==> config.mk <==
export PLATFORM = sky130hd
export DESIGN_NAME = e203_ifu_pcgen_flat
export DESIGN_NICKNAME = d
export VERILOG_FILES = /design/src/rtl/e203_ifu_pkg.sv /design/src/rtl/e203_ifu_pcgen_if.sv /design/src/rtl/e203_ifu_pcadd.sv /design/src/rtl/e203_ifu_pcgen.sv /design/src/flat_wrapper.sv
export SDC_FILE = /design/constraint.sdc
export NUM_CORES = 1
export LEC_CHECK = 0
export BUFFER_PORTS_ARGS = -buffer_cell sky130_fd_sc_hd__buf_2
export CAP_MARGIN = 20
export CORE_ASPECT_RATIO = 1.1
export CORE_MARGIN = 5
export CORE_UTILIZATION = 55
export DETAILED_ROUTE_END_ITERATION = 6
export PLACE_DENSITY = 0.82
export SLEW_MARGIN = 10
export SYNTH_ARGS = -nofsm -noshare
export SYNTH_HDL_FRONTEND = slang
export SYNTH_SLANG_ARGS = --single-unit
==> constraint.sdc <==
create_clock -name clk -period 4.7 [get_ports clk]
set_input_delay 0.47 -clock clk [delete_from_list [all_inputs] [get_ports clk]]
set_output_delay 0.47 -clock clk [all_outputs]
set_load 0.01 [all_outputs]
==> src/rtl/e203_ifu_pkg.sv <==
// Shared definitions for the IFU next-PC generator: controller states and
// instruction-length constants.
package e203_ifu_pkg;

  typedef enum logic [2:0] {
    ST_BOOT,
    ST_REQ,
    ST_RSP,
    ST_HOLD,
    ST_HALT
  } pcgen_state_e;

  localparam int unsigned RVC_LEN = 2;
  localparam int unsigned RVI_LEN = 4;

  function automatic int unsigned inst_len(input logic is_16bit);
    return is_16bit ? RVC_LEN : RVI_LEN;
  endfunction

endpackage

==> src/rtl/e203_ifu_pcgen_if.sv <==
// Fetch-request channel between the next-PC generator (master) and the
// instruction fetch port (slave).
interface e203_ifu_pcgen_if #(
  parameter int PC_SIZE = 32
);

  logic               ifu_req_valid;
  logic               ifu_req_ready;
  logic [PC_SIZE-1:0] ifu_req_pc;
  logic               ifu_req_seq;

  modport master (
    output ifu_req_valid,
    output ifu_req_pc,
    output ifu_req_seq,
    input  ifu_req_ready
  );

  modport slave (
    input  ifu_req_valid,
    input  ifu_req_pc,
    input  ifu_req_seq,
    output ifu_req_ready
  );

endinterface

==> src/rtl/e203_ifu_pcadd.sv <==
// PC_SIZE-bit address adder used for both the next-PC and the flush target.
module e203_ifu_pcadd #(
  parameter int PC_SIZE = 32
) (
  input  logic [PC_SIZE-1:0] op1,
  input  logic [PC_SIZE-1:0] op2,
  output logic [PC_SIZE-1:0] sum
);

  // Carry-out is dropped so addresses wrap modulo 2^PC_SIZE.
  assign sum = op1 + op2;

endmodule

==> src/rtl/e203_ifu_pcgen.sv <==
// IFU next-PC generator and single-outstanding fetch-request issuer.
// Build option: define E203_IFU_PCGEN_HALT_EN to make halt_req/halt_ack functional.
module e203_ifu_pcgen
  import e203_ifu_pkg::*;
#(
  parameter int                 PC_SIZE   = 32,
  parameter logic [PC_SIZE-1:0] RESET_VEC = PC_SIZE'(32'h8000_0000)
) (
  input  logic               clk,
  input  logic               rst,

  input  logic               dec_valid,
  input  logic               dec_is_16bit,

  input  logic               prdt_taken,
  input  logic [PC_SIZE-1:0] prdt_pc_add_op1,
  input  logic [PC_SIZE-1:0] prdt_pc_add_op2,
  input  logic               bpu_wait,

  input  logic               pipe_flush_req,
  input  logic [PC_SIZE-1:0] pipe_flush_add_op1,
  input  logic [PC_SIZE-1:0] pipe_flush_add_op2,
  output logic               pipe_flush_ack,

  input  logic               halt_req,
  output logic               halt_ack,

  e203_ifu_pcgen_if.master   ifu,

  output logic [PC_SIZE-1:0] pc
);

  pcgen_state_e       state_r,      state_nxt;
  logic [PC_SIZE-1:0] req_pc_r,     req_pc_nxt;
  logic               req_seq_r,    req_seq_nxt;
  logic [PC_SIZE-1:0] pc_r,         pc_nxt;
  logic               drop_r,       drop_nxt;
  logic               flush_pend_r, flush_pend_nxt;
  logic [PC_SIZE-1:0] pend_pc_r,    pend_pc_nxt;

  logic [PC_SIZE-1:0] cur_pc;
  logic [PC_SIZE-1:0] add_op1;
  logic [PC_SIZE-1:0] add_op2;
  logic [PC_SIZE-1:0] nxt_pc;
  logic [PC_SIZE-1:0] flush_pc;
  logic               flush_ack;
  logic               halt_en_req;
  pcgen_state_e       eval_state;

`ifdef E203_IFU_PCGEN_HALT_EN
  assign halt_en_req = halt_req;
  assign halt_ack    = (state_r == ST_HALT);
`else
  logic unused_halt_req;
  assign unused_halt_req = halt_req;
  assign halt_en_req     = 1'b0;
  assign halt_ack        = 1'b0;
`endif

  // In RSP the instruction at decode is the one just fetched, so its PC is
  // still in req_pc_r; in HOLD it has already been captured in pc_r.
  assign cur_pc  = (state_r == ST_RSP) ? req_pc_r : pc_r;
  assign add_op1 = prdt_taken ? prdt_pc_add_op1 : cur_pc;
  assign add_op2 = prdt_taken ? prdt_pc_add_op2 : PC_SIZE'(inst_len(dec_is_16bit));

  e203_ifu_pcadd #(.PC_SIZE(PC_SIZE)) u_nxt_add (
    .op1 (add_op1),
    .op2 (add_op2),
    .sum (nxt_pc)
  );

  e203_ifu_pcadd #(.PC_SIZE(PC_SIZE)) u_flush_add (
    .op1 (pipe_flush_add_op1),
    .op2 (pipe_flush_add_op2),
    .sum (flush_pc)
  );

  assign flush_ack  = pipe_flush_req & (state_r != ST_BOOT);
  assign eval_state = bpu_wait    ? ST_HOLD :
                      halt_en_req ? ST_HALT : ST_REQ;

  always_comb begin
    // NOTE: every target gets its hold value before the case, so no branch
    // can leave one unassigned and infer a latch.
    state_nxt      = state_r;
    req_pc_nxt     = req_pc_r;
    req_seq_nxt    = req_seq_r;
    pc_nxt         = pc_r;
    drop_nxt       = drop_r;
    flush_pend_nxt = flush_pend_r;
    pend_pc_nxt    = pend_pc_r;

    case (state_r)
      ST_BOOT: state_nxt = ST_REQ;

      ST_REQ: begin
        // The request already offered must still complete; its response is
        // discarded later and the flush target is issued after it.
        if (flush_ack) begin
          drop_nxt       = 1'b1;
          flush_pend_nxt = 1'b1;
          pend_pc_nxt    = flush_pc;
        end
        if (ifu.ifu_req_ready) begin
          state_nxt = ST_RSP;
        end
      end

      ST_RSP: begin
        if (flush_ack) begin
          if (dec_valid) begin
            state_nxt      = ST_REQ;
            req_pc_nxt     = flush_pc;
            req_seq_nxt    = 1'b0;
            drop_nxt       = 1'b0;
            flush_pend_nxt = 1'b0;
          end else begin
            drop_nxt       = 1'b1;
            flush_pend_nxt = 1'b1;
            pend_pc_nxt    = flush_pc;
          end
        end else if (dec_valid) begin
          if (drop_r) begin
            state_nxt      = ST_REQ;
            drop_nxt       = 1'b0;
            flush_pend_nxt = 1'b0;
            if (flush_pend_r) begin
              req_pc_nxt  = pend_pc_r;
              req_seq_nxt = 1'b0;
            end
          end else begin
            pc_nxt    = req_pc_r;
            state_nxt = eval_state;
            if (!bpu_wait) begin
              req_pc_nxt  = nxt_pc;
              req_seq_nxt = ~prdt_taken;
            end
          end
        end
      end

      ST_HOLD: begin
        if (flush_ack) begin
          state_nxt   = ST_REQ;
          req_pc_nxt  = flush_pc;
          req_seq_nxt = 1'b0;
        end else begin
          state_nxt = eval_state;
          if (!bpu_wait) begin
            req_pc_nxt  = nxt_pc;
            req_seq_nxt = ~prdt_taken;
          end
        end
      end

      ST_HALT: begin
        // req_pc_r doubles as the resume PC while halted.
        if (flush_ack) begin
          req_pc_nxt  = flush_pc;
          req_seq_nxt = 1'b0;
        end
        if (!halt_en_req) begin
          state_nxt = ST_REQ;
        end
      end

      default: state_nxt = ST_BOOT;
    endcase
  end

  always_ff @(posedge clk) begin
    // NOTE: non-blocking assignments make every register sample the values
    // from before this edge, independent of statement order.
    if (rst) begin
      state_r      <= ST_BOOT;
      req_pc_r     <= RESET_VEC;
      req_seq_r    <= 1'b0;
      pc_r         <= RESET_VEC;
      drop_r       <= 1'b0;
      flush_pend_r <= 1'b0;
      pend_pc_r    <= RESET_VEC;
    end else begin
      state_r      <= state_nxt;
      req_pc_r     <= req_pc_nxt;
      req_seq_r    <= req_seq_nxt;
      pc_r         <= pc_nxt;
      drop_r       <= drop_nxt;
      flush_pend_r <= flush_pend_nxt;
      pend_pc_r    <= pend_pc_nxt;
    end
  end

  assign ifu.ifu_req_valid = (state_r == ST_REQ);
  assign ifu.ifu_req_pc    = req_pc_r;
  assign ifu.ifu_req_seq   = req_seq_r;
  assign pc                = pc_r;
  assign pipe_flush_ack    = flush_ack;

endmodule

==> src/flat_wrapper.sv <==
// flat-port wrapper written by rule: the top's interface ports become plain ports
module e203_ifu_pcgen_flat import e203_ifu_pkg::*;
#(
  parameter int                 PC_SIZE   = 32,
  parameter logic [PC_SIZE-1:0] RESET_VEC = PC_SIZE'(32'h8000_0000)
)
  (clk, rst, dec_valid, dec_is_16bit, prdt_taken, prdt_pc_add_op1, prdt_pc_add_op2, bpu_wait, pipe_flush_req, pipe_flush_add_op1, pipe_flush_add_op2, pipe_flush_ack, halt_req, halt_ack, pc, ifu_ifu_req_valid, ifu_ifu_req_pc, ifu_ifu_req_seq, ifu_ifu_req_ready);
  e203_ifu_pcgen_if #(.PC_SIZE(PC_SIZE)) ifu_i ();
  input  logic clk;
  input  logic rst;
  input  logic dec_valid;
  input  logic dec_is_16bit;
  input  logic prdt_taken;
  input  logic [PC_SIZE-1:0] prdt_pc_add_op1;
  input  logic [PC_SIZE-1:0] prdt_pc_add_op2;
  input  logic bpu_wait;
  input  logic pipe_flush_req;
  input  logic [PC_SIZE-1:0] pipe_flush_add_op1;
  input  logic [PC_SIZE-1:0] pipe_flush_add_op2;
  output logic pipe_flush_ack;
  input  logic halt_req;
  output logic halt_ack;
  output logic [PC_SIZE-1:0] pc;
  output wire logic [$bits(ifu_i.ifu_req_valid)-1:0] ifu_ifu_req_valid;
  output wire logic [$bits(ifu_i.ifu_req_pc)-1:0] ifu_ifu_req_pc;
  output wire logic [$bits(ifu_i.ifu_req_seq)-1:0] ifu_ifu_req_seq;
  input wire logic [$bits(ifu_i.ifu_req_ready)-1:0] ifu_ifu_req_ready;
  assign ifu_ifu_req_valid = ifu_i.ifu_req_valid;
  assign ifu_ifu_req_pc = ifu_i.ifu_req_pc;
  assign ifu_ifu_req_seq = ifu_i.ifu_req_seq;
  assign ifu_i.ifu_req_ready = ifu_ifu_req_ready;
  e203_ifu_pcgen #(.PC_SIZE(PC_SIZE), .RESET_VEC(RESET_VEC)) u_core (.clk(clk), .rst(rst), .dec_valid(dec_valid), .dec_is_16bit(dec_is_16bit), .prdt_taken(prdt_taken), .prdt_pc_add_op1(prdt_pc_add_op1), .prdt_pc_add_op2(prdt_pc_add_op2), .bpu_wait(bpu_wait), .pipe_flush_req(pipe_flush_req), .pipe_flush_add_op1(pipe_flush_add_op1), .pipe_flush_add_op2(pipe_flush_add_op2), .pipe_flush_ack(pipe_flush_ack), .halt_req(halt_req), .halt_ack(halt_ack), .ifu(ifu_i), .pc(pc));
endmodule
==> results of run 1 <==
## cell type report
type | instances | area, um2 | share of cell area
clock buffer | 10 | 239.0 | 0.02398
clock inverter | 6 | 53.80 | 0.005399
inverter | 23 | 86.33 | 0.008664
multi-input combinational | 973 | 6172 | 0.6194
sequential | 101 | 2022 | 0.2029
tap | 196 | 245.2 | 0.02461
timing repair buffer | 220 | 1146 | 0.1150
## registers in the layout, indices dropped and copies added (netlist names)
| register | flops |
|---|---|
| u_core.ifu.ifu_req_pc | 32 |
| u_core.pc | 32 |
| u_core.state_r | 2 |
| u_core.ifu.ifu_req_seq | 1 |
| u_core.drop_r | 1 |
| u_core.pend_pc_r | 32 |
| u_core.flush_pend_r | 1 |
## metrics by stage
stage	utilization	area [um2]
5_1_grt	0.6568	9965
6_report	0.6568	9965
3_5_place_dp	0.6375	9672
4_1_cts	0.6568	9965
3_3_place_gp	0.6375	9672
2_1_floorplan	-	8546
## cells in the final DEF (no fill, tap or decap), types with 5 or more instances in the layout
cell and count:
o211ai_1 18, or3_1 5, o21bai_1 6, o311ai_0 7
buf_4 18, inv_1 23, ha_1 66, nor3_1 17
o21ai_1 6, nor2_1 71, o21a_1 8, nand2_1 186
xor2_1 15, nand3_1 25, o31ai_1 5, a21oi_1 140
a21boi_0 5, a22oi_1 5, nor4_1 5, and3_1 23
clkbuf_16 9, and2_1 31, xnor2_1 32, nand2b_1 11
a31oi_1 13, nand4_1 7, o21ai_0 94, mux2i_1 39
a21o_1 25, dfxtp_1 101, a211oi_1 20, buf_2 202
o221ai_1 6
## critical path, stage by stage (launching register included)
cell and delay [ns]:
dfxtp_1 0.34, inv_1 0.11, ha_2 0.39, buf_4 0.31
mux2i_1 0.24, o21ai_0 0.17, fa_1 0.50, a211oi_1 0.28
nor2_1 0.13, o311a_1 0.33, nor3_1 0.31, nor3b_1 0.16
a41oi_1 0.27, xnor2_1 0.20, o31ai_1 0.10, and3_1 0.19
## cell families (layout without fill, tap and decap cells)
group	count (synthesis)	in the layout	share of synthesized area
compound gates	411	411	0.3021
xor+xnor	47	47	0.04817
fa+ha+maj	69	69	0.1028
buf+inv	95	259	0.04319
flops	101	101	0.2366
mux	43	43	0.05095
other cells	1	1	0.0004388
simple gates	402	402	0.2158
## power by group
part           internal, uW  switching, uW
logic                   459            752
registers               958           96.3
clock network           385            364
## worst max-delay path by stage
| stage | from | cells after the start | endpoint | slack [ns] |
|---|---|---|---|---|
| 3_5_place_dp | u_core.state_r[0] | 15 | u_core.ifu.ifu_req_pc[21] | 0.68 |
| 6_report | u_core.state_r[0] | 15 | u_core.ifu.ifu_req_pc[26] | 0.57 |
| 4_1_cts | u_core.state_r[0] | 15 | u_core.ifu.ifu_req_pc[21] | 0.64 |
| 5_1_grt | u_core.state_r[0] | 15 | u_core.ifu.ifu_req_pc[21] | 0.35 |
| 3_3_place_gp | u_core.state_r[0] | 15 | u_core.ifu.ifu_req_pc[21] | 0.76 |
| 2_1_floorplan | u_core.state_r[0] | 17 | u_core.ifu.ifu_req_pc[20] | 0.56 |
## routing by layer
layer	up-vias	GRT usage
met4	0	0.09453
met2	483	0.4541
met5	-	0
met3	60	0.04086
li1	4563	-
met1	4198	0.3963
==> impl_metrics.ini, run 1 <==
[route]
routed_via_density = 6.085
vias = 9304
drt_iter0_markers = 1075
met3_length_um = 2780
wl_per_cell_um = 17.72
wl_met1_um = 11660
firstDrtPassIters = 6
drc = 0
dr.max_layer_used = met4
ant_nets = 0
wl_um = 27100
met2WireLength_um = 11950

[sta]
skew_ns = 0.01049
relSlewSlack = 0.2375
period_share = 0.8793
report.final.slew_viol_count = 0
rsz0062_at_grt = false
whs_ns = 0.4539
hold_violations = 0
worst_pin_slew_ns = 1.144
setup_tns_ns = 0
clock.fmax_mhz = 242.0
layout_min_cycle_time_ns = 4.133
finalSetupViolCount = 0
setup_slack_ns = 0.5672

[cts]
cts_tree = yes
clkTransAtPathRegs_ns = 0.08
post-cts-setup-buffers = 0
cts_max_path_buffers = 2
cts.sinks = 101
cts_made_buffers = 9
cts_hold_buf = 0
cts_resized = 0
cts_max_level = 3
clockRootBuffer = clkbuf_16
clk_latency_ns = 0.35

[logic_synthesis]
synth.area.top_cells = dfxtp_1 (24%), ha_1 (9.8%), a21oi_1 (8.2%)
syn_area_per_cell_um2 = 7.310
netlist_top_cells_count = nand2_1 (186), a21oi_1 (140), dfxtp_1 (101)
async_flop_share = 0
synth_edf_count = 0
netlist_instances = 1169
yosys.area.top_type = dfxtp_1
ys_seq_area_frac = 0.2366
synth_cell_types = 74
synth_top_area_frac = 0.2366
synth_nets = 1375
ys_seq_elements = 101
yosysMostFrequentCell = nand2_1
synth-warning-count = 0
synthFlopType = dfxtp_1
synth_area_um2 = 8546

[global_route]
grt_pass1_wl_um = 43050
grt_pass1_vias = 8684
antenna_found_initial = 0
overflow = 0
grt_max_degree = 58
track_usage = 0.2854

[critical_path]
crit-reg2reg-launch = u_core.state_r[0]
reg2reg_depth = 15
r2r_end = u_core.ifu.ifu_req_pc[26]
end_kind = flop
r2r_slack_ns = 0.57
critPathLaunchType = flop
crit_type = flop to flop
critPathArrivalTime_ns = 4.38
crit_required_ns = 4.95
path_max_fanout = 11

[placement]
dp_worst_setup_slack_ns = 0.6819
place.gp.congestion = 0.9408
port_buffers = 202
place_inst = 1513
dp_hpwl_um = 20280

[cells_and_area]
syn_to_final_growth_pct = 16.60
fillers = 1367
nNetsFinal = 1534
drive_above_1_share = 0.2011
num_antenna_cells = 0
final_cells = 1529

[die]
core_area_um2 = 15170
die_x_um = 128.9
dieArea_um2 = 18130
die_h_um = 140.7
row_count = 47
initial_core_util = 0.5633
ios = 205

[status]
status = completed

[power_and_ir_drop]
p_leak_uw = 0.004383
irDropWorstVdd_mv = 0.2268
p_per_area_nw_per_um2 = 302.6
finalPower_uw = 3015

[flow_run]
max-cap-violations = 0

[min_path]
hold_class = flop to flop
hold_depth = 2
min_to = u_core.pend_pc_r[6]
min_from = u_core.pend_pc_r[6]
No activity file was read; power rests on OpenSTA's default activity.
==> inputs of run 2 (changes only) <==
BUFFER_PORTS_ARGS = unset   (was -buffer_cell sky130_fd_sc_hd__buf_2)
DONT_BUFFER_PORTS = 1   (was unset)
PLACE_DENSITY = 0.7   (was 0.82)
==> run 2 against run 1 <==
  * Combinational power decreased by 12%
  * Die area unchanged
  * Final cell count is 13% lower
  * Final area is 10% lower
  * Sequential cell count is the same
  * Sequential power about the same
  * Utilization shrank 6.7 points
  * Clock-buffer cell count stayed put
==> impl_metrics.ini, run 2 (synthesis gave the netlist of run 1 again) <==
[cts]
clkTransAtPathRegs_ns = 0.08
post-cts-setup-buffers = 0
cts_max_level = 3
cts_tree = yes
clockRootBuffer = clkbuf_16
cts_made_buffers = 9
cts_hold_buf = 0
cts.sinks = 101
cts_resized = 0
cts_max_path_buffers = 2
clk_latency_ns = 0.36

[power_and_ir_drop]
power.switching_uw = 1170
p_per_area_nw_per_um2 = 327.0
p_seq_frac = 0.368
p_leak_uw = 0.003475
p_comb_frac = 0.367
switching_share = 0.4003
p_clk_frac = 0.266
irDropWorstVdd_mv = 0.2111
internal-power_uw = 1754

[route]
routed_via_density = 6.358
wl_um = 25660
firstDrtPassIters = 5
vias = 8412
ant_nets = 0
drc = 0
wl_per_cell_um = 19.40
drt_iter0_markers = 935

[global_route]
grt_use_met1 = 0.4094
overflow = 0
grt_max_degree = 97
grt_pass1_vias = 7550
grt_pass1_wl_um = 40390
track_usage = 0.2726
antenna_found_initial = 0
grt_most_used_layer = met2
grtUsageMet2 = 0.4108
met3_usage = 0.04578

[cells_and_area]
mostFrequentLayoutCell = nand2_1
final_cell_mix = nand2_1 (186), a21oi_1 (140), dfxtp_1 (101)
fillers = 1470
syn_to_final_growth_pct = 4.641
drive_above_1_share = 0.05501
num_antenna_cells = 0
utilization = 0.5894
final_area_um2 = 8942
nNetsFinal = 1328

[flow_run]
max-cap-violations = 0

[die]
core_area_um2 = 15170
row_count = 47
dieArea_um2 = 18130
initial_core_util = 0.5633
die_h_um = 140.7
ios = 205
die_x_um = 128.9

[sta]
finalSetupViolCount = 0
setup_tns_ns = 0
rsz0062_at_grt = false
skew_ns = 0.004427
hold_violations = 0
relSlewSlack = 0.3927
worst_pin_slew_ns = 0.9076
report.final.slew_viol_count = 0
whs_ns = 0.1783
clock.fmax_mhz = 241.3
layout_min_cycle_time_ns = 4.144
period_share = 0.8816

[critical_path]
critPathLaunchType = flop
crit_type = flop to flop
end_kind = flop
path_max_fanout = 16
critPathArrivalTime_ns = 4.40
crit_required_ns = 4.95

[placement]
port_buffers = 0
post_dp_cell_area_um2 = 8623
dp_hpwl_um = 18870
place.gp.congestion = 0.8944

[status]
status = completed

[min_path]
hold_class = primary input to flop
-- run 2: cell count changes in the layout (fill, tap and decap cells not counted), sizes merged --
cell / before / now
clkinv: 3 / 2
buf: 220 / 14
inv: 26 / 27
-- run 2: power by group through the flow --
stage | registers (uW) | logic (uW) | clock network (uW)
after global placement | 1090 | 1030 | 0
final | 1070 | 1070 | 777
after detailed placement | 1090 | 1040 | 0
after floorplan | 1050 | 833 | 0
after CTS | 1070 | 1050 | 781
after global routing | 1080 | 1190 | 817
-- run 2: path summary, 6_finish.rpt --
| kind | start | cells after the start | slack, ns | end |
|---|---|---|---|---|
| min reg2reg | u_core.pend_pc_r[23] | 2 | 0.45 | u_core.pend_pc_r[23] |
| min | rst | 1 | 0.18 | u_core.pc[29] |
| max reg2reg | u_core.state_r[0] | 15 | 0.56 | u_core.ifu.ifu_req_pc[20] |
| max | u_core.state_r[0] | 15 | 0.56 | u_core.ifu.ifu_req_pc[20] |
-- run 2: area by class of cell --
class / instances / area (um2) / share of cell area
inverter: 23 / 86.33 / 0.009654
clock inverter: 6 / 65.06 / 0.007276
multi-input combinational: 973 / 6172 / 0.6902
tap: 196 / 245.2 / 0.02742
sequential: 101 / 2022 / 0.2261
timing repair buffer: 14 / 112.6 / 0.01259
clock buffer: 10 / 239.0 / 0.02672
-- run 2: metrics by stage --
step,std cells,total power [uW],worst slack (ns)
final,1323,2924,0.5564
after global routing,1323,3094,0.2916
after CTS,1322,2902,0.5824
after detailed placement,1306,2134,0.6241
after global placement,1306,2120,0.7098
after floorplan,1169,1883,0.5607
-- run 2: layer usage --
layer / vias up / wire length (um)
met1: 3885 / 11890
met2: 356 / 11260
met5: - / 0
li1: 4146 / -
met3: 25 / 2206
met4: 0 / 306
-- run 2: worst max-delay path: stages (launching register included) --
cell and delay (ns):
dfxtp_1 0.34, inv_1 0.11, ha_2 0.55, mux2i_1 0.24, o21ai_0 0.09, ha_1 0.26, fa_1 0.50, a211oi_1 0.29
nor2_1 0.12, o311a_1 0.35, or3_1 0.41, a31oi_1 0.22, xor2_1 0.25, a21oi_1 0.10, o22ai_1 0.15, nor2_1 0.05
==> inputs of run 3 (changes only) <==
ABC_AREA = 1   (was unset)
==> run 3 against run 2 <==
  * Clock-buffer cell count down 1
  * Critical path depth is 7 higher
  * Largest cell class unchanged
  * Non-clock buffer count down 3
==> impl_metrics.ini, run 3 <==
[status]
status = completed

[global_route]
grt_pass1_vias = 9868
overflow = 0
grt_use_met1 = 0.3953
met3_usage = 0.03250
antenna_found_initial = 0
grt_max_degree = 63
grt_pass1_wl_um = 50960
grt_most_used_layer = met2
grtUsageMet2 = 0.4832
track_usage = 0.2887

[sta]
clock.fmax_mhz = 270.4
layout_min_cycle_time_ns = 3.699
hold_violations = 0
skew_ns = 0.01830
relSlewSlack = 0.3835
report.final.slew_viol_count = 0
period_share = 0.7870
worst_pin_slew_ns = 0.9234
finalSetupViolCount = 0
whs_ns = 0.1860
setup_tns_ns = 0
rsz0062_at_grt = false

[cells_and_area]
mostFrequentLayoutCell = nand2_1
fillers = 1990
utilization = 0.5818
nNetsFinal = 1958
final_cells = 2001
final_cell_mix = nand2_1 (500), inv_1 (307), a21oi_1 (160)
drive_above_1_share = 0.05293
syn_to_final_growth_pct = 4.419

[cts]
cts_resized = 0
cts.sinks = 101
clockRootBuffer = clkbuf_16
cts_tree = yes
clkTransAtPathRegs_ns = 0.08
cts_made_buffers = 9
cts_hold_buf = 0
clk_latency_ns = 0.36
cts_max_path_buffers = 2
post-cts-setup-buffers = 0
cts_max_level = 3

[critical_path]
crit-reg2reg-launch = u_core.state_r[0]
critPathLaunchType = flop
end_kind = flop
crit_path_top_delay_cell = dfxtp_1
crit_chain = inv_1 > ha_1 > buf_4 > inv_2 > buf_4 > nand2_1 > o21ai_0 > a21oi_1 > ha_1 > nand2_1 > nor2_1 > and2_1 > nand2_1 > nand2_1 > nand2_1 > nand2_1 > nand2_1 > nand3_1 > nand2_1 > nand2_1 > nand3_1 > a21oi_1
path_max_fanout = 26
startpoint = u_core.state_r[0]
crit_required_ns = 5.00
worst_path_most_repeated_cell = nand2_1
critPathArrivalTime_ns = 4.00
reg2reg_depth = 22
crit_type = flop to flop
critPathMaxStageDelay_ns = 0.39

[logic_synthesis]
synth_nets = 2001
netlist_top_cells_count = nand2_1 (500), inv_1 (307), a21oi_1 (160)
yosysMostFrequentCell = nand2_1
ys_seq_elements = 101
synthFlopType = dfxtp_1
synth-warning-count = 0
synth.area.top_cells = dfxtp_1 (20%), nand2_1 (18%), inv_1 (11%)
synth_area_um2 = 10220
netlist_instances = 1795
synth_cell_types = 45
async_flop_share = 0
synth_edf_count = 0
synth_top_area_frac = 0.1978
ys_seq_area_frac = 0.1978
syn_area_per_cell_um2 = 5.695
yosys.area.top_type = dfxtp_1

[route]
vias = 10928
drt_iter0_markers = 868
routed_via_density = 5.461
ant_nets = 0
wl_um = 31930
drc = 0
wl_per_cell_um = 15.96
firstDrtPassIters = 5

[die]
die_x_um = 140.0
ios = 205
die_h_um = 153.0
core_area_um2 = 18350
initial_core_util = 0.5571
row_count = 52
dieArea_um2 = 21420

[min_path]
min_from = rst
hold_class = primary input to flop
hold_depth = 1

[placement]
dp_hpwl_um = 25530
place_inst = 1983
port_buffers = 0
place.gp.congestion = 0.9375

[power_and_ir_drop]
p_leak_uw = 0.005737
irDropWorstVdd_mv = 0.2707
p_per_area_nw_per_um2 = 360.5
finalPower_uw = 3848

[flow_run]
max-cap-violations = 0
[run 3: area by class of cell]
class / instances / area (um2) / share of cell area
diodes: 1 / 2.502 / 0.0002344
multi-input cells: 1307 / 6724 / 0.6299
clock inverters: 7 / 85.08 / 0.007971
inverters: 322 / 1209 / 0.1132
well taps: 243 / 304.0 / 0.02848
clock buffers: 9 / 225.2 / 0.02110
repair buffers: 11 / 102.6 / 0.009612
flip-flops and latches: 101 / 2022 / 0.1894
[run 3: routing by layer]
layer / vias up / wire length [um]
li1: 5621 / -
met1: 4907 / 14500
met2: 358 / 15090
met3: 42 / 1667
met4: 0 / 673
met5: - / 0
[run 3: critical path, delay by kind of cell, from the launching register on]
family                   cells  cell delay [ns]
AND/OR/NAND/NOR             13             1.42
flip-flops                   1             0.39
adder cells (fa/ha/maj)      2             0.58
AO/OA/AOI/OAI                3             0.34
buffers and inverters        4             0.86
[run 3: worst paths after layout]
| check | end | slack [ns] |
|---|---|---|
| max | u_core.ifu.ifu_req_pc[30] | 1.00 |
| min | u_core.ifu.ifu_req_pc[3] | 0.19 |
| max reg2reg | u_core.ifu.ifu_req_pc[30] | 1.00 |
| min reg2reg | u_core.pend_pc_r[31] | 0.47 |
[run 3: through the flow]
stage               worst slack (ns)  instance area, um2
global placement               1.072               10330
floorplan                      1.574               10220
global route                  0.6512               10670
CTS                            1.010               10640
finish                         1.001               10670
detailed placement             1.029               10330
[run 3: kinds of logic after synthesis]
family / synth area share
flops: 0.1978
xor+xnor: 0.02485
compound gates: 0.2040
buf+inv: 0.1444
simple gates: 0.3426
fa+ha+maj: 0.08592
other cells: 0.0003668
[run 3: power by group]
| part | switching (uW) | total (uW) | leakage [uW] | internal (uW) |
|---|---|---|---|---|
| Combinational | 1180 | 1790 | 0.00476 | 608 |
| Sequential | 205 | 1250 | 0.000825 | 1040 |
| Clock | 386 | 813 | 0.000153 | 427 |
| Total | 1770 | 3850 | 0.00574 | 2080 |
